**config.mk**
```make
export PLATFORM = sky130hd
export DESIGN_NAME = poly_horner_ctrl
export DESIGN_NICKNAME = d
export VERILOG_FILES = /design/src/rtl/poly_pkg.sv /design/src/rtl/poly_mac.sv /design/src/rtl/poly_horner_ctrl.sv
export SDC_FILE = /design/constraint.sdc
export NUM_CORES = 1
export LEC_CHECK = 0
export BUFFER_PORTS_ARGS = -buffer_cell sky130_fd_sc_hd__clkbuf_2
export CORE_MARGIN = 2
export CORE_UTILIZATION = 50
export CTS_CLUSTER_SIZE = 12
export DETAILED_ROUTE_END_ITERATION = 16
export PLACE_DENSITY_LB_ADDON = 0.08
export REMOVE_ABC_BUFFERS = 1
export SETUP_SLACK_MARGIN = 0.4
export SKIP_CTS_REPAIR_TIMING = 1
export SYNTH_ARGS = -nofsm -noshare
export SYNTH_HDL_FRONTEND = slang
export SYNTH_SLANG_ARGS = --single-unit
```
**constraint.sdc**
```tcl
create_clock -name clock -period 8 [get_ports clock]
set_clock_uncertainty 0.15 [all_clocks]
set_input_delay 0.4 -clock clock [delete_from_list [all_inputs] [get_ports clock]]
set_output_delay 0.4 -clock clock [all_outputs]
set_load 0.02 [all_outputs]
```
**src/rtl/poly_pkg.sv**
```systemverilog
// rtl/poly_pkg.sv - shared widths and FSM encoding for the Horner quadratic evaluator
package poly_pkg;

    localparam int XW_DEF = 8;
    localparam int CW_DEF = 16;

    typedef enum logic [1:0] {
        IDLE  = 2'd0,
        STEP1 = 2'd1,
        STEP2 = 2'd2,
        DONE  = 2'd3
    } state_t;

endpackage

```
**src/rtl/poly_mac.sv**
```systemverilog
// rtl/poly_mac.sv - combinational acc*x + addend, wrapped to CW bits
module poly_mac #(
    parameter int CW = 16
) (
    input  logic [CW-1:0] acc,
    input  logic [CW-1:0] mult,
    input  logic [CW-1:0] addend,
    output logic [CW-1:0] result
);

    // Low CW bits of a two's-complement product do not depend on signedness.
    assign result = acc * mult + addend;

endmodule

```
**src/rtl/poly_horner_ctrl.sv**
```systemverilog
// rtl/poly_horner_ctrl.sv - sequenced y = (a*x + b)*x + c on one shared multiply-add
module poly_horner_ctrl
    import poly_pkg::*;
#(
    parameter int XW = XW_DEF,
    parameter int CW = CW_DEF
) (
    input  logic          clock,
    input  logic          reset,
    input  logic [XW-1:0] x,
    input  logic [CW-1:0] a,
    input  logic [CW-1:0] b,
    input  logic [CW-1:0] c,
    input  logic          enable,
    output logic [CW-1:0] y,
    output logic          ready,
    output logic          valid
);

    state_t        state;
    state_t        state_nxt;
    logic          start;
    logic          acc_ld;
    logic          valid_r;
    logic [XW-1:0] x_r;
    logic [CW-1:0] a_r;
    logic [CW-1:0] b_r;
    logic [CW-1:0] c_r;
    logic [CW-1:0] acc;
    logic [CW-1:0] x_ext;
    logic [CW-1:0] mac_acc;
    logic [CW-1:0] mac_add;
    logic [CW-1:0] mac_out;

    assign x_ext = {{(CW-XW){x_r[XW-1]}}, x_r};

    always_ff @(posedge clock or negedge reset) begin
        if (!reset) begin
            state <= IDLE;
        end else begin
            state <= state_nxt;
        end
    end

    always_comb begin
        state_nxt = state;
        case (state)
            IDLE:    if (enable) state_nxt = STEP1;
            STEP1:   state_nxt = STEP2;
            STEP2:   state_nxt = DONE;
            DONE:    state_nxt = IDLE;
            default: state_nxt = IDLE;
        endcase
    end

    // The result is published on the edge leaving DONE, so the valid cycle is
    // already IDLE; ready is held low there to keep valid and ready disjoint.
    always_comb begin
        start   = 1'b0;
        acc_ld  = 1'b0;
        mac_acc = acc;
        mac_add = c_r;
        ready   = 1'b0;
        case (state)
            IDLE: begin
                start = enable;
                ready = !valid_r;
            end
            STEP1: begin
                acc_ld  = 1'b1;
                mac_acc = a_r;
                mac_add = b_r;
            end
            STEP2: begin
                acc_ld = 1'b1;
            end
            default: ;
        endcase
    end

    poly_mac #(.CW(CW)) u_mac (
        .acc    (mac_acc),
        .mult   (x_ext),
        .addend (mac_add),
        .result (mac_out)
    );

    always_ff @(posedge clock or negedge reset) begin
        if (!reset) begin
            x_r     <= '0;
            a_r     <= '0;
            b_r     <= '0;
            c_r     <= '0;
            acc     <= '0;
            y       <= '0;
            valid_r <= 1'b0;
        end else begin
            if (start) begin
                x_r <= x;
                a_r <= a;
                b_r <= b;
                c_r <= c;
            end
            if (acc_ld) begin
                acc <= mac_out;
            end
            if (state == DONE) begin
                y <= acc;
            end
            valid_r <= (state == DONE);
        end
    end

    assign valid = valid_r;

endmodule
```
==> impl_metrics.env <==
export IMPL_status="finished clean"
export IMPL_crit_buf_inv=4
export IMPL_drt_met1_wl_um=5752
export IMPL_design_area_um2=7794
export IMPL_fin_crit_ns=6.364
export IMPL_reg2regPathDepth=19
export IMPL_max_freq_ghz=0.1571
export IMPL_rows=43
export IMPL_worstMarginPinSlew_ns=0.8415
export IMPL_core_um2=13720
export IMPL_die_w_um=121.7
export IMPL_drive_gt1_frac=0.3058
export IMPL_required_ns=8.04
export IMPL_crit_end="acc[15]"
export IMPL_grt_pass1_vias=4756
export IMPL_final_cells=834
export IMPL_wl_met3_um=477
export IMPL_setup_ws_ns=1.636
export IMPL_initial_utilization=0.5047
export IMPL_firstDrtPassIters=4
export IMPL_rrSetupSlack_ns=1.64
export IMPL_num_fill_cells=1207
export IMPL_crit_start="state[1]"
export IMPL_drt_iter0_markers=160
export IMPL_reg2reg_to="acc[15]"
export IMPL_hold_class="input port to flop"
export IMPL_rsz0062_at_grt="false"
export IMPL_io_buffers=76
export IMPL_critPathKind="flop to flop"
export IMPL_cts_tree="yes"
export IMPL_gp_congestion=0.8551
export IMPL_hold_violations=0
export IMPL_die_h_um=121.7
export IMPL_grt_max_degree=57
export IMPL_cp_cell_sequence="inv_1, ha_2, mux2i_1, nand2b_1, fa_1, inv_1, fa_1, inv_1, fa_1, inv_1, fa_1, fa_1, ha_1, nand2_1, o21ai_0, o2111ai_1, a311oi_1, xnor2_1, a21oi_1"
export IMPL_clkTransAtPathRegs_ns=0.07
export IMPL_cts_sinks=91
export IMPL_critical_path_slowest_cell="ha_2"
export IMPL_grt_pass1_wl_um=23720
export IMPL_dp_hpwl_um=10660
export IMPL_avgSynthCellArea_um2=12.00
export IMPL_critPathLaunchType="flop"
export IMPL_wire_per_inst_um=16.53
export IMPL_io_pins=77
export IMPL_slowest_delay_ns=0.70
export IMPL_num_vias=4334
export IMPL_cts_htree_levels=3
export IMPL_ant_nets=0
export IMPL_critPathMaxFanout=22
export IMPL_final_period_utilization=0.7955
export IMPL_worstSetupPathDepth=19
export IMPL_wl_um=13790
export IMPL_slew_viol_final=0
export IMPL_place_area_um2=7483
export IMPL_clockRootBuffer="clkbuf_16"
export IMPL_clkLatencyLatePin_ns=0.36
export IMPL_crit_family="adder cells"
export IMPL_drv_cap=0
export IMPL_synth_cells=577
export IMPL_post_place_cells=817
export IMPL_antenna_found_initial=0
export IMPL_clockBufferDepth=2
export IMPL_worstReg2RegStart="state[1]"
export IMPL_track_usage=0.2116
export IMPL_setup_viol=0
export IMPL_crit_path_end_kind="flop"
export IMPL_avgViaCountPerCell=5.197
export IMPL_drc=0
export IMPL_yosysSeqAreaShare=0.3289
export IMPL_wl_met2_um=7414
export IMPL_place_ws_ns=1.597
export IMPL_overflow=0
export IMPL_dr_max_layer_used="met4"
export IMPL_setup_tns_ns=0
export IMPL_yosysUniqueCellTypes=33
export IMPL_critPathArrivalTime_ns=6.41
export IMPL_syn_area_um2=6924
export IMPL_diodes=0
export IMPL_ys_warn_count=0
export IMPL_ys_ff_latch=91
export IMPL_nets=823
export IMPL_slew_headroom=0.4390
export IMPL_crit_top_cell="fa_1"
export IMPL_die_area_um2=14810
export IMPL_syn_to_final_growth_pct=12.56
export IMPL_numCtsBuffers=9
## state kept, by name (all words and copies together) (netlist names)
register / flops
valid: 1
x_r: 8
y: 16
c_r: 16
state: 2
b_r: 16
acc: 16
a_r: 16
## stage by stage
| step | hold WS (ns) | utilization |
|---|---|---|
| 2_1_floorplan | -0.04559 | - |
| 3_3_place_gp | 0.2358 | 0.5455 |
| 3_5_place_dp | 0.2383 | 0.5455 |
| 4_1_cts | -0.1459 | 0.5674 |
| 5_1_grt | 0.1144 | 0.5681 |
| 6_report | 0.1232 | 0.5681 |
## cells in the mapped netlist
library cell,number,area (µm²)
buf_1,2,7.510
o21ai_0,3,15.01
ha_1,40,500.5
inv_1,68,255.2
dfrtp_1,91,2277
nor2b_1,22,137.6
nand2_2,1,6.260
a311oi_1,1,8.760
a31oi_1,1,6.260
xnor3_1,1,22.52
fa_1,75,1501
xnor2_1,19,166.4
mux2i_4,1,22.52
nand2b_1,9,56.30
a211o_1,1,8.760
nand3b_1,3,22.52
a21oi_1,11,55.05
mux2i_1,17,170.2
o31ai_1,1,7.510
mux2_2,100,1126
o21bai_1,1,7.510
and2_1,30,187.7
a21o_1,3,22.52
o211ai_1,1,7.510
xor2_2,1,16.27
nor3_1,2,10.01
xor2_1,3,26.28
clkbuf_1,16,60.06
nor2_1,9,33.78
o2111ai_1,1,8.760
nand2_1,41,153.9
buf_2,1,5.000
buf_6,1,11.26
## kinds of logic after synthesis
family                   after synthesis  share of synthesized area
AND/OR/NAND/NOR                      117                    0.08782
XOR/XNOR                              24                    0.03343
multiplexers                         118                     0.1905
buffers and inverters                 88                    0.04897
flip-flops                            91                     0.3289
AO/OA/AOI/OAI                         24                    0.02132
adder cells (fa/ha/maj)              115                     0.2891
## worst min-delay path by stage
stage          startpoint       to  slack, ns  cells past startpoint
3_3_place_gp        reset   b_r[4]       0.24                      1
4_1_cts             reset   x_r[2]      -0.15                      1
2_1_floorplan       reset   a_r[0]      -0.05                      0
5_1_grt             b[15]  b_r[15]       0.11                      2
3_5_place_dp        reset   b_r[4]       0.24                      1
6_report            a[12]  a_r[12]       0.12                      2
## routing by layer
metal,vias up,global-route usage
li1,1997,-
met1,2252,0.2596
met2,75,0.3827
met3,10,0.03605
met4,0,0.06322
met5,-,0
## worst reg2reg max path, cell delays in order, from the launching register on
cell       delay [ns]
dfrtp_1          0.41
inv_1            0.11
ha_2             0.70
mux2i_1          0.39
nand2b_1         0.27
fa_1             0.53
inv_1            0.05
fa_1             0.50
inv_1            0.05
fa_1             0.52
inv_1            0.06
fa_1             0.44
fa_1             0.47
ha_1             0.35
nand2_1          0.07
o21ai_0          0.38
o2111ai_1        0.21
a311oi_1         0.31
xnor2_1          0.16
a21oi_1          0.08
## cells in the final DEF (no fill, tap or decap), types with 11 or more instances in the layout
cell type and n:
mux2_2 100, dfrtp_1 91, fa_1 75, clkbuf_2 75, inv_1 68, nand2_1 40, ha_1 39, and2_1 30
nor2b_1 22, xnor2_1 19, mux2i_1 17, a21oi_1 11
## area by class of cell
cell class / instances / area (µm²) / area share
Clock inverter: 6 / 71.32 / 0.009151
Multi-Input combinational cell: 398 / 4313 / 0.5534
Clock buffer: 10 / 229.0 / 0.02938
Timing Repair Buffer: 81 / 422.9 / 0.05426
Sequential cell: 91 / 2277 / 0.2922
Inverter: 68 / 255.2 / 0.03275
Tap cell: 180 / 225.2 / 0.02890
Power is left out: the tool's default activity adds up to more than one toggle a clock period on the data nets, which glitch-free logic cannot reach.
